==> src/rtl/dma_write_packer.sv <==
`default_nettype none
// ============================================================================
// Module   : dma_write_packer
// Purpose  : Packs a valid/ready byte stream MSB-first into 32-bit words and
//            issues one DMA write per word, starting at the programmed word
//            address and decrementing the address after each accepted write.
// Options  : DMA_WRITER_CHECKSUM_EN - build the running 8-bit byte checksum;
//            when undefined o_checksum is tied to zero.
// Revision : 1.0 - initial release
// ============================================================================
module dma_write_packer (
  input  logic        CLK,
  input  logic        RESET,
  input  logic [15:0] i_RCC_DMA_ADDR_HIGH,
  input  logic [15:0] i_RCC_DMA_ADDR_LOW,
  input  logic [5:0]  i_RCC_BUFFER_LENGTH,
  input  logic        i_WriterStart,
  input  logic [7:0]  i_byte_in,
  input  logic        i_byte_valid,
  output logic        o_byte_ready,
  output logic        DMA_WRITE,
  output logic [31:0] DMA_WRITE_addr,
  output logic [31:0] DMA_WRITE_data,
  input  logic        i_DMA_WRITE_ack,
  output logic        o_Writer_Done,
  output logic        o_busy,
  output logic        o_start_error,
  output logic [7:0]  o_checksum
);

  localparam logic [1:0] W_IDLE  = 2'd0;
  localparam logic [1:0] W_PACK  = 2'd1;
  localparam logic [1:0] W_WRITE = 2'd2;
  localparam logic [1:0] W_DONE  = 2'd3;

  logic [1:0]  r_state;
  logic [1:0]  w_next_state;
  logic [31:0] r_addr;
  logic [31:0] r_data;
  logic [5:0]  r_len;
  logic [5:0]  r_bytes_cnt;
  logic [1:0]  r_pack_cnt;
  logic        r_start_error;

  logic w_start;
  logic w_accept;
  logic w_word_full;
  logic w_ack;

  // Handshake qualifiers; start and ack are only honoured in their own state
  assign w_start     = i_WriterStart && (r_state == W_IDLE);
  assign w_accept    = i_byte_valid && (r_state == W_PACK);
  // A word closes on its 4th byte or on the last byte of the transfer
  assign w_word_full = w_accept &&
                       ((r_pack_cnt == 2'd3) ||
                        (({1'b0, r_bytes_cnt} + 7'd1) == {1'b0, r_len}));
  assign w_ack       = i_DMA_WRITE_ack && (r_state == W_WRITE);

  // State register
  always_ff @(posedge CLK or posedge RESET) begin
    if (RESET) r_state <= W_IDLE;
    else       r_state <= w_next_state;
  end

  // Next-state logic
  always_comb begin
    w_next_state = r_state;
    case (r_state)
      W_IDLE:  if (i_WriterStart)
                 w_next_state = (i_RCC_BUFFER_LENGTH == 6'd0) ? W_DONE : W_PACK;
      W_PACK:  if (w_word_full) w_next_state = W_WRITE;
      W_WRITE: if (i_DMA_WRITE_ack)
                 w_next_state = (r_bytes_cnt == r_len) ? W_DONE : W_PACK;
      W_DONE:  w_next_state = W_IDLE;
      default: w_next_state = W_IDLE;
    endcase
  end

  // State-decoded outputs; all fall to zero as soon as reset forces W_IDLE
  always_comb begin
    o_byte_ready  = (r_state == W_PACK);
    DMA_WRITE     = (r_state == W_WRITE);
    o_Writer_Done = (r_state == W_DONE);
    o_busy        = (r_state != W_IDLE);
  end

  // Address, length, byte packing and counters
  always_ff @(posedge CLK or posedge RESET) begin
    if (RESET) begin
      r_addr      <= 32'd0;
      r_data      <= 32'd0;
      r_len       <= 6'd0;
      r_bytes_cnt <= 6'd0;
      r_pack_cnt  <= 2'd0;
    end else if (w_start) begin
      r_addr      <= {i_RCC_DMA_ADDR_HIGH, i_RCC_DMA_ADDR_LOW};
      r_data      <= 32'd0;
      r_len       <= i_RCC_BUFFER_LENGTH;
      r_bytes_cnt <= 6'd0;
      r_pack_cnt  <= 2'd0;
    end else if (w_accept) begin
      case (r_pack_cnt)
        2'd0:    r_data[31:24] <= i_byte_in;
        2'd1:    r_data[23:16] <= i_byte_in;
        2'd2:    r_data[15:8]  <= i_byte_in;
        default: r_data[7:0]   <= i_byte_in;
      endcase
      r_bytes_cnt <= r_bytes_cnt + 6'd1;
      r_pack_cnt  <= r_pack_cnt + 2'd1;
    end else if (w_ack) begin
      // Wraps modulo 2^32 when decrementing from zero
      r_addr     <= r_addr - 32'd1;
      r_data     <= 32'd0;
      r_pack_cnt <= 2'd0;
    end
  end

  // Sticky flag for start pulses that arrive while a transfer is running
  always_ff @(posedge CLK or posedge RESET) begin
    if (RESET)                                     r_start_error <= 1'b0;
    else if (w_start)                              r_start_error <= 1'b0;
    else if (i_WriterStart && (r_state != W_IDLE)) r_start_error <= 1'b1;
  end

  assign DMA_WRITE_addr = r_addr;
  assign DMA_WRITE_data = r_data;
  assign o_start_error  = r_start_error;

`ifdef DMA_WRITER_CHECKSUM_EN
  logic [7:0] r_checksum;

  // Modulo-256 sum of accepted bytes, held after completion until next start
  always_ff @(posedge CLK or posedge RESET) begin
    if (RESET)         r_checksum <= 8'd0;
    else if (w_start)  r_checksum <= 8'd0;
    else if (w_accept) r_checksum <= r_checksum + i_byte_in;
  end

  assign o_checksum = r_checksum;
`else
  assign o_checksum = 8'd0;
`endif

endmodule
`default_nettype wire

==> config.mk <==
export PLATFORM = sky130hd
export DESIGN_NAME = dma_write_packer
export DESIGN_NICKNAME = d
export VERILOG_FILES = /design/src/rtl/dma_write_packer.sv
export SDC_FILE = /design/constraint.sdc
export NUM_CORES = 1
export LEC_CHECK = 0
export CAP_MARGIN = 20
export CORE_ASPECT_RATIO = 1.5
export CORE_UTILIZATION = 34
export CTS_BUF_LIST = sky130_fd_sc_hd__clkbuf_8
export CTS_CLUSTER_DIAMETER = 50
export DETAILED_ROUTE_END_ITERATION = 6
export GPL_ROUTABILITY_DRIVEN = 0
export PLACE_DENSITY = 0.62
export SYNTH_ARGS = -nofsm -noshare
export SYNTH_HDL_FRONTEND = slang
export SYNTH_SLANG_ARGS = --single-unit
export TNS_END_PERCENT = 5
==> constraint.sdc <==
create_clock -name CLK -period 3.4 [get_ports CLK]
set_clock_uncertainty 0.05 [all_clocks]
set_input_delay 0.34 -clock CLK [delete_from_list [all_inputs] [get_ports CLK]]
set_output_delay 0.34 -clock CLK [all_outputs]
set_load 0.02 [all_outputs]
==> qor.tcl, run 1 <==
set qor(outcome) {finished, final reports clean}
set qor(critical_path_required_ps) 3600
set qor(num_cts_buffers) 9
set qor(die_width_microns) 95.1
set qor(synthAdderAreaFrac_pct) 1.98
set qor(r2r_setup_slack_ps) 760
set qor(post_synth_and_or_nand_nor_area_fraction_pct) 24.6
set qor(synth_mux_area_share_pct) 1.16
set qor(final.setup.tns_ps) 0
set qor(final_layout_size_suffix_gt1_share_pct) 6.83
set qor(post_synthesis_instance_area_sq_um) 4420
set qor(slew-limit-headroom_pct) 35.8
set qor(final_max_slew_viol_count) 0
set qor(chipHeight_microns) 142
set qor(cellPowerDensity_nw_per_um2) 836
set qor(wirelength_microns) 13300
set qor(hp-class) {in -> async}
set qor(critical_path_class) {reg -> reg}
set qor(buffer_type_at_the_clock_tree_root) {sky130_fd_sc_hd__clkbuf_8}
set qor(htreeDepth) 3
set qor(first_global_vias) 4180
set qor(synth_compound_area_share_pct) 19.9
set qor(combinational_family_with_the_most_area_after_synthesis) {simple AND/OR/NAND/NOR gates}
set qor(io_pins) 128
set qor(cp-start-kind) {register}
set qor(routedWlPerCell_microns) 16.9
set qor(endpoint_kind) {register}
set qor(hpwl_detailed_microns) 9580
set qor(synth_area_per_cell_sq_um) 8.52
set qor(worst_r2r_path_depth) 7
set qor(routed-via-count) 4221
set qor(syn_inst) 519
set qor(initial_antenna_violation_count) 0
set qor(clkTransAtPathRegs_ps) 100
set qor(cell_types_with_the_largest_area_share_after_synthesis) {sky130_fd_sc_hd__dfrtp_1 46%, sky130_fd_sc_hd__nand2_1 9.8%, sky130_fd_sc_hd__o21ai_0 6.9%}
set qor(rsz_0062_raised_after_global_routing) {no}
set qor(fin_crit_ps) 2640
set qor(layout_commonest_cell) {sky130_fd_sc_hd__clkdlybuf4s50_1}
set qor(final_number_of_setup_violating_endpoints) 0
set qor(largest_fanout_on_the_critical_path) 7
set qor(quantity_of_gates_resized_following_cts) 0
set qor(initial_core_util_pct) 35.2
set qor(maxCapViolCount) 0
set qor(clk_path_buf_depth) 2
set qor(worstReg2RegEnd) {DMA_WRITE_addr[18]}
set qor(mostFrequentLayoutCells) {119 x sky130_fd_sc_hd__clkdlybuf4s50_1, 115 x sky130_fd_sc_hd__nand2_1, 81 x sky130_fd_sc_hd__dfrtp_1, 61 x sky130_fd_sc_hd__o21ai_0, 31 x sky130_fd_sc_hd__nor2_1}
set qor(drcViolationCount) 0
set qor(antenna-diode-count) 0
set qor(worstPathBufferInverterCount) 1
set qor(viasPerCell) 5.37
set qor(ant_nets) 0
set qor(layout.filler_cells) 1252
set qor(timing.final.crit_share_pct) 77.8
set qor(finalHoldViolations) 0
set qor(synth_cell_type_count) 63
set qor(cell_chain_critical_path) {inv_1, ha_1, or4b_1, or3_4, or4_4, o311ai_2, nand3_1}
set qor(layout.nets) 683
set qor(clock-sinks) 81
set qor(synth_top_area_share_pct) 45.9
set qor(p_leak_nw) 2.37
set qor(drtIter0Drc) 274
set qor(post_layout_utilization_of_the_core_pct) 47.1
set qor(postCtsSetupBuffers) 0
set qor(rows) 50
set qor(crit_arrival_ps) 2840
set qor(detailedRoute.firstPassIterationCount) 5
set qor(groute.usage.overall_pct) 21.0
set qor(xor_xnor_share_of_the_synthesized_area_pct) 1.78
set qor(edff_count_synth) 0
set qor(crit_cells) 7
set qor(async_flop_share_pct) 100
set qor(synth_largest_area_cell) {sky130_fd_sc_hd__dfrtp_1}
set qor(yosysSeqAreaShare_pct) 45.9
set qor(ys_warn_count) 0
set qor(timing.fmax_mhz) 378
set qor(critical-path-top-delay-family) {simple AND/OR/NAND/NOR gates}
set qor(syn_to_final_growth_pct) 33.9
set qor(cts_tree) {yes}
set qor(holdBufCountCts) 0
set qor(min_hold_slack_ps) 278
set qor(rr_startpoint) {DMA_WRITE_addr[0]}
set qor(critPathMaxStageDelay_ps) 570
set qor(synth_ff_type) {sky130_fd_sc_hd__dfrtp_1}
set qor(power.ir.vdd_worst_mv) 0.420
set qor(clk_latency_ps) 370
set qor(die_area_sq_um) 13500
set qor(crit_path_top_delay_cell) {sky130_fd_sc_hd__or4b_1}
set qor(floorplan_core_area_sq_um) 12600
set qor(critPathLaunch) {DMA_WRITE_addr[0]}
set qor(globalRouteOverflowTotal) 0
set qor(synth-seq-cells) 81
set qor(grt_pass1_wl_microns) 21800
set qor(worstMarginPinSlew_ps) 962
set qor(grt_start_max_net_pins) 53
set qor(io_buffers) 119
synth_stat cells, types with 3 or more instances:
cell type / instances
sky130_fd_sc_hd__a211oi_1: 3
sky130_fd_sc_hd__a21oi_1: 24
sky130_fd_sc_hd__a22o_1: 3
sky130_fd_sc_hd__a22oi_1: 8
sky130_fd_sc_hd__a2bb2oi_1: 4
sky130_fd_sc_hd__a31oi_1: 3
sky130_fd_sc_hd__buf_4: 8
sky130_fd_sc_hd__clkbuf_1: 27
sky130_fd_sc_hd__dfrtp_1: 81
sky130_fd_sc_hd__ha_1: 7
sky130_fd_sc_hd__inv_1: 7
sky130_fd_sc_hd__mux2i_1: 4
sky130_fd_sc_hd__nand2_1: 115
sky130_fd_sc_hd__nand3_1: 16
sky130_fd_sc_hd__nand4_1: 3
sky130_fd_sc_hd__nor2_1: 31
sky130_fd_sc_hd__nor2b_1: 4
sky130_fd_sc_hd__nor3_1: 11
sky130_fd_sc_hd__nor4_1: 10
sky130_fd_sc_hd__o211ai_1: 6
sky130_fd_sc_hd__o21a_1: 5
sky130_fd_sc_hd__o21ai_0: 61
sky130_fd_sc_hd__o22ai_1: 8
sky130_fd_sc_hd__o311ai_0: 3
sky130_fd_sc_hd__or2_2: 6
sky130_fd_sc_hd__or3_1: 3
sky130_fd_sc_hd__or4_1: 4
sky130_fd_sc_hd__xnor2_1: 7
registers in the layout, summed over array words and instances, names as in the netlist:
register        count
DMA_WRITE_addr     32
r_state             2
DMA_WRITE_data     32
r_pack_cnt          2
r_bytes_cnt         6
r_len               6
o_start_error       1
worst max-delay path by stage:
stage | slack (ps) | end
floorplan | 850 | DMA_WRITE_addr[18]
global placement | 890 | DMA_WRITE_addr[18]
detailed placement | 780 | DMA_WRITE_addr[18]
CTS | 760 | DMA_WRITE_addr[18]
global route | 640 | DMA_WRITE_addr[18]
finish | 760 | DMA_WRITE_addr[18]
logic make-up (layout without fill, tap and decap cells):
logic type | count (synthesis) | in the layout
and+or+nand+nor | 227 | 227
AOI/OAI and AO/OA | 143 | 143
DFF | 81 | 81
buffers and inverters | 46 | 150
xor gates and xnor gates | 9 | 9
adders and majority gates | 7 | 7
muxes | 5 | 5
other | 1 | 8
metrics by stage:
step,power [mW],instance area [sq um],setup WS (ps),std cells
2_1_floorplan,3.19,4450,850,526
3_3_place_gp,4.23,5730,887,770
3_5_place_dp,4.29,5730,777,770
4_1_cts,4.99,5920,759,786
5_1_grt,5.33,5920,642,786
6_report,4.95,5920,756,786
per-layer routing:
layer,wire [microns],vias up,track usage [%]
li1,-,2039,-
met1,5680,2013,27.7
met2,6620,144,33.8
met3,584,25,3.43
met4,386,0,8.77
met5,0,-,0
report_power, final:
part / total [mW] / internal [mW] / switching [mW]
Combinational: 2.46 / 1.11 / 1.35
Sequential: 1.80 / 1.34 / 0.463
Clock: 0.681 / 0.279 / 0.402
worst reg2reg max path, stage by stage, from the launching register on:
cell	delay, ps
sky130_fd_sc_hd__dfrtp_1	420
sky130_fd_sc_hd__inv_1	100
sky130_fd_sc_hd__ha_1	210
sky130_fd_sc_hd__or4b_1	570
sky130_fd_sc_hd__or3_4	390
sky130_fd_sc_hd__or4_4	430
sky130_fd_sc_hd__o311ai_2	250
sky130_fd_sc_hd__nand3_1	110
layout make-up:
| cell class | instances | area (sq um) | share of cell area, % |
|---|---|---|---|
| clock inverters | 7 | 62.6 | 1.06 |
| flip-flops and latches | 81 | 2030 | 34.2 |
| clock buffers | 9 | 124 | 2.09 |
| inverters | 7 | 27.5 | 0.465 |
| well taps | 156 | 195 | 3.30 |
| repair buffers | 127 | 1260 | 21.3 |
| multi-input cells | 399 | 2220 | 37.5 |
Power figures use the tool's default switching activity.
==> run 2: changes to the inputs <==
==> constraint.sdc (replaced) <==
create_clock -name CLK -period 2.77 [get_ports CLK]
set_clock_uncertainty 0.05 [all_clocks]
set_input_delay 0.277 -clock CLK [delete_from_list [all_inputs] [get_ports CLK]]
set_output_delay 0.277 -clock CLK [all_outputs]
set_load 0.02 [all_outputs]
==> qor.tcl, run 2 (synthesized netlist as in run 1, its figures left out) <==
set qor(detailedRoute.firstPassIterationCount) 4 ;# -1
set qor(dp_slack_ps) 172 ;# -605 ps
set qor(critical-path-top-delay-family) {simple AND/OR/NAND/NOR gates}
set qor(routed-via-count) 4273 ;# +1.2%
set qor(wirelength_microns) 13100 ;# -1.2%
set qor(die_width_microns) 95.1 ;# unchanged
set qor(r2r_setup_slack_ps) 140 ;# -610 ps
set qor(num_cts_buffers) 9 ;# unchanged
set qor(ant_nets) 0 ;# unchanged
set qor(routedWlPerCell_microns) 16.6 ;# -1.7%
set qor(crit_path_top_delay_cell) {sky130_fd_sc_hd__or4b_1}
set qor(critical_path_class) {reg -> reg}
set qor(internal-power_mw) 3.57 ;# +31%
set qor(post-route-cell-area_sq_um) 6000 ;# +1.4%
set qor(cts_tree) {yes}
set qor(layout.nets) 687 ;# +0.59%
set qor(rsz_0062_raised_after_global_routing) {no}
set qor(initial_antenna_violation_count) 0 ;# unchanged
set qor(timing.final.crit_share_pct) 94.8 ;# +17 points
set qor(crit_arrival_ps) 2810 ;# -30 ps
set qor(holdBufCountCts) 0 ;# unchanged
set qor(endpoint_kind) {register}
set qor(final_layout_size_suffix_gt1_share_pct) 7.41 ;# +0.59 points
set qor(io_buffers) 119 ;# unchanged
set qor(initial_core_util_pct) 35.2 ;# unchanged
set qor(clk_path_buf_depth) 2 ;# unchanged
set qor(buffer_type_at_the_clock_tree_root) {sky130_fd_sc_hd__clkbuf_8}
set qor(worst_r2r_path_depth) 7 ;# unchanged
set qor(critPathLaunch) {DMA_WRITE_addr[0]}
set qor(final.setup.tns_ps) 0 ;# unchanged
set qor(timing.fmax_mhz) 381 ;# +0.68%
set qor(final_max_slew_viol_count) 0 ;# unchanged
set qor(cp-start-kind) {register}
set qor(drcViolationCount) 0 ;# unchanged
set qor(first_global_vias) 3982 ;# -4.7%
set qor(htreeDepth) 3 ;# unchanged
set qor(hp-class) {in -> async}
set qor(rows) 50 ;# unchanged
set qor(die_area_sq_um) 13500 ;# unchanged
set qor(fin_crit_ps) 2630 ;# -17.9 ps
set qor(floorplan_core_area_sq_um) 12600 ;# unchanged
set qor(swShare_pct) 42.8 ;# -2.0 points
set qor(antenna-diode-count) 0 ;# unchanged
set qor(groute.usage.overall_pct) 20.1 ;# -0.90 points
set qor(min_hold_slack_ps) 219 ;# -59.3 ps
set qor(p_seq_share_pct) 35.1 ;# -1.3 points
set qor(power.combinational.fraction_pct) 49.2 ;# -0.6 points
set qor(p_leak_nw) 2.42 ;# +2.1%
set qor(rr_startpoint) {DMA_WRITE_addr[0]}
set qor(quantity_of_gates_resized_following_cts) 0 ;# unchanged
set qor(grt_pass1_wl_microns) 20800 ;# -4.4%
set qor(worstReg2RegEnd) {DMA_WRITE_addr[18]}
set qor(power.ir.vdd_worst_mv) 0.399 ;# -5.0%
set qor(slew-limit-headroom_pct) 41.5 ;# +5.6 points
set qor(syn_to_final_growth_pct) 35.8
set qor(p_clk_share_pct) 15.8 ;# +2.0 points
set qor(clk_latency_ps) 360 ;# about the same
set qor(grt_start_max_net_pins) 53 ;# unchanged
set qor(cp-endpoint) {DMA_WRITE_addr[18]}
set qor(maxCapViolCount) 0 ;# unchanged
set qor(final_number_of_setup_violating_endpoints) 0 ;# unchanged
set qor(critPathMaxStageDelay_ps) 570 ;# about the same
set qor(placed_cell_area_sq_um) 5780 ;# +0.74%
set qor(clock-sinks) 81 ;# unchanged
set qor(crit_cells) 7 ;# unchanged
set qor(cell_chain_critical_path) {inv_1, ha_1, or4b_1, or3_4, or4_4, o311ai_2, nand3_1}
set qor(clkTransAtPathRegs_ps) 90 ;# about the same
set qor(hpwl_detailed_microns) 9570 ;# -0.10%
set qor(worstPathBufferInverterCount) 1 ;# unchanged
set qor(finalHoldViolations) 0 ;# unchanged
set qor(worstMarginPinSlew_ps) 872 ;# -90.4 ps
set qor(layout_commonest_cell) {sky130_fd_sc_hd__clkdlybuf4s50_1}
set qor(outcome) {finished, final reports clean}
set qor(globalRouteOverflowTotal) 0 ;# unchanged
set qor(critical_path_required_ps) 2960 ;# -640 ps
set qor(layout.filler_cells) 1236 ;# -1.3%
set qor(cellPowerDensity_nw_per_um2) 1040 ;# +24%
set qor(viasPerCell) 5.41 ;# +0.72%
set qor(mostFrequentLayoutCells) {119 x sky130_fd_sc_hd__clkdlybuf4s50_1, 115 x sky130_fd_sc_hd__nand2_1, 81 x sky130_fd_sc_hd__dfrtp_1, 61 x sky130_fd_sc_hd__o21ai_0, 31 x sky130_fd_sc_hd__nor2_1}
set qor(postCtsSetupBuffers) 0 ;# unchanged
set qor(p_switching_mw) 2.67 ;# +20%
set qor(layout_setup_ws_ps) 144 ;# -612 ps
set qor(io_pins) 128 ;# unchanged
set qor(largest_fanout_on_the_critical_path) 7 ;# unchanged
set qor(drtIter0Drc) 235 ;# -14%
set qor(chipHeight_microns) 142 ;# unchanged
## run 2: cell count changes in the layout (fill, tap and decap cells not counted), sizes merged
cell      previous run  this run
clkinvlp             1         0
clkbuf               9        10
bufinv               0         2
clkinv               4         5
buf                  8        12
inv                  9         6
## run 2: per-layer routing
| metal | track usage, % | wire length (microns) | part of all wire, % | vias up |
|---|---|---|---|---|
| met3 | 3.54 | 674 | 5.1 | 24 |
| met5 | 0 | 0 | 0 | - |
| li1 | - | - | - | 2047 |
| met4 | 9.25 | 426 | 3.3 | 0 |
| met1 | 26.7 | 5560 | 42 | 2057 |
| met2 | 31.6 | 6430 | 49 | 145 |
## run 2: worst reg2reg max path: stages (launching register included)
cell and delay (ps):
sky130_fd_sc_hd__dfrtp_1 410, sky130_fd_sc_hd__inv_1 100, sky130_fd_sc_hd__ha_1 210, sky130_fd_sc_hd__or4b_1 570
sky130_fd_sc_hd__or3_4 390, sky130_fd_sc_hd__or4_4 430, sky130_fd_sc_hd__o311ai_2 240, sky130_fd_sc_hd__nand3_1 110
## run 2: layout make-up
cell class	count	area [sq um]	share of cell area, %
Sequential cell	81	2030	33.8
Timing Repair Buffer	131	1310	21.8
Inverter	7	27.5	0.458
Clock inverter	6	91.3	1.52
Multi-Input combinational cell	399	2220	37.0
Tap cell	156	195	3.25
Clock buffer	10	138	2.29
## run 2: through the flow
stage / std cells / power [mW] / utilization [%]
floorplan: 526 / 3.91 / -
global placement: 774 / 5.23 / 45.9
detailed placement: 774 / 5.29 / 45.9
CTS: 790 / 6.29 / 47.8
global route: 790 / 6.69 / 47.8
finish: 790 / 6.24 / 47.8
## run 2: worst min path at each step
stage                      startpoint                  to  slack (ps)  depth (start not counted)
6_report                        RESET   DMA_WRITE_addr[3]         220                          2
3_3_place_gp        DMA_WRITE_data[6]   DMA_WRITE_data[6]         410                          2
5_1_grt                         RESET  DMA_WRITE_addr[15]         260                          2
2_1_floorplan  i_RCC_BUFFER_LENGTH[0]            r_len[0]         330                          2
3_5_place_dp        DMA_WRITE_data[6]   DMA_WRITE_data[6]         420                          2
4_1_cts                         RESET   DMA_WRITE_addr[3]         230                          2
## run 2: power groups by stage
| stage | logic, mW | registers, mW | clock network (mW) |
|---|---|---|---|
| 2_1_floorplan | 1.41 | 2.50 | 0 |
| 3_3_place_gp | 3.03 | 2.19 | 0 |
| 3_5_place_dp | 3.09 | 2.20 | 0 |
| 4_1_cts | 3.10 | 2.19 | 1.01 |
| 5_1_grt | 3.37 | 2.27 | 1.06 |
| 6_report | 3.07 | 2.19 | 0.984 |
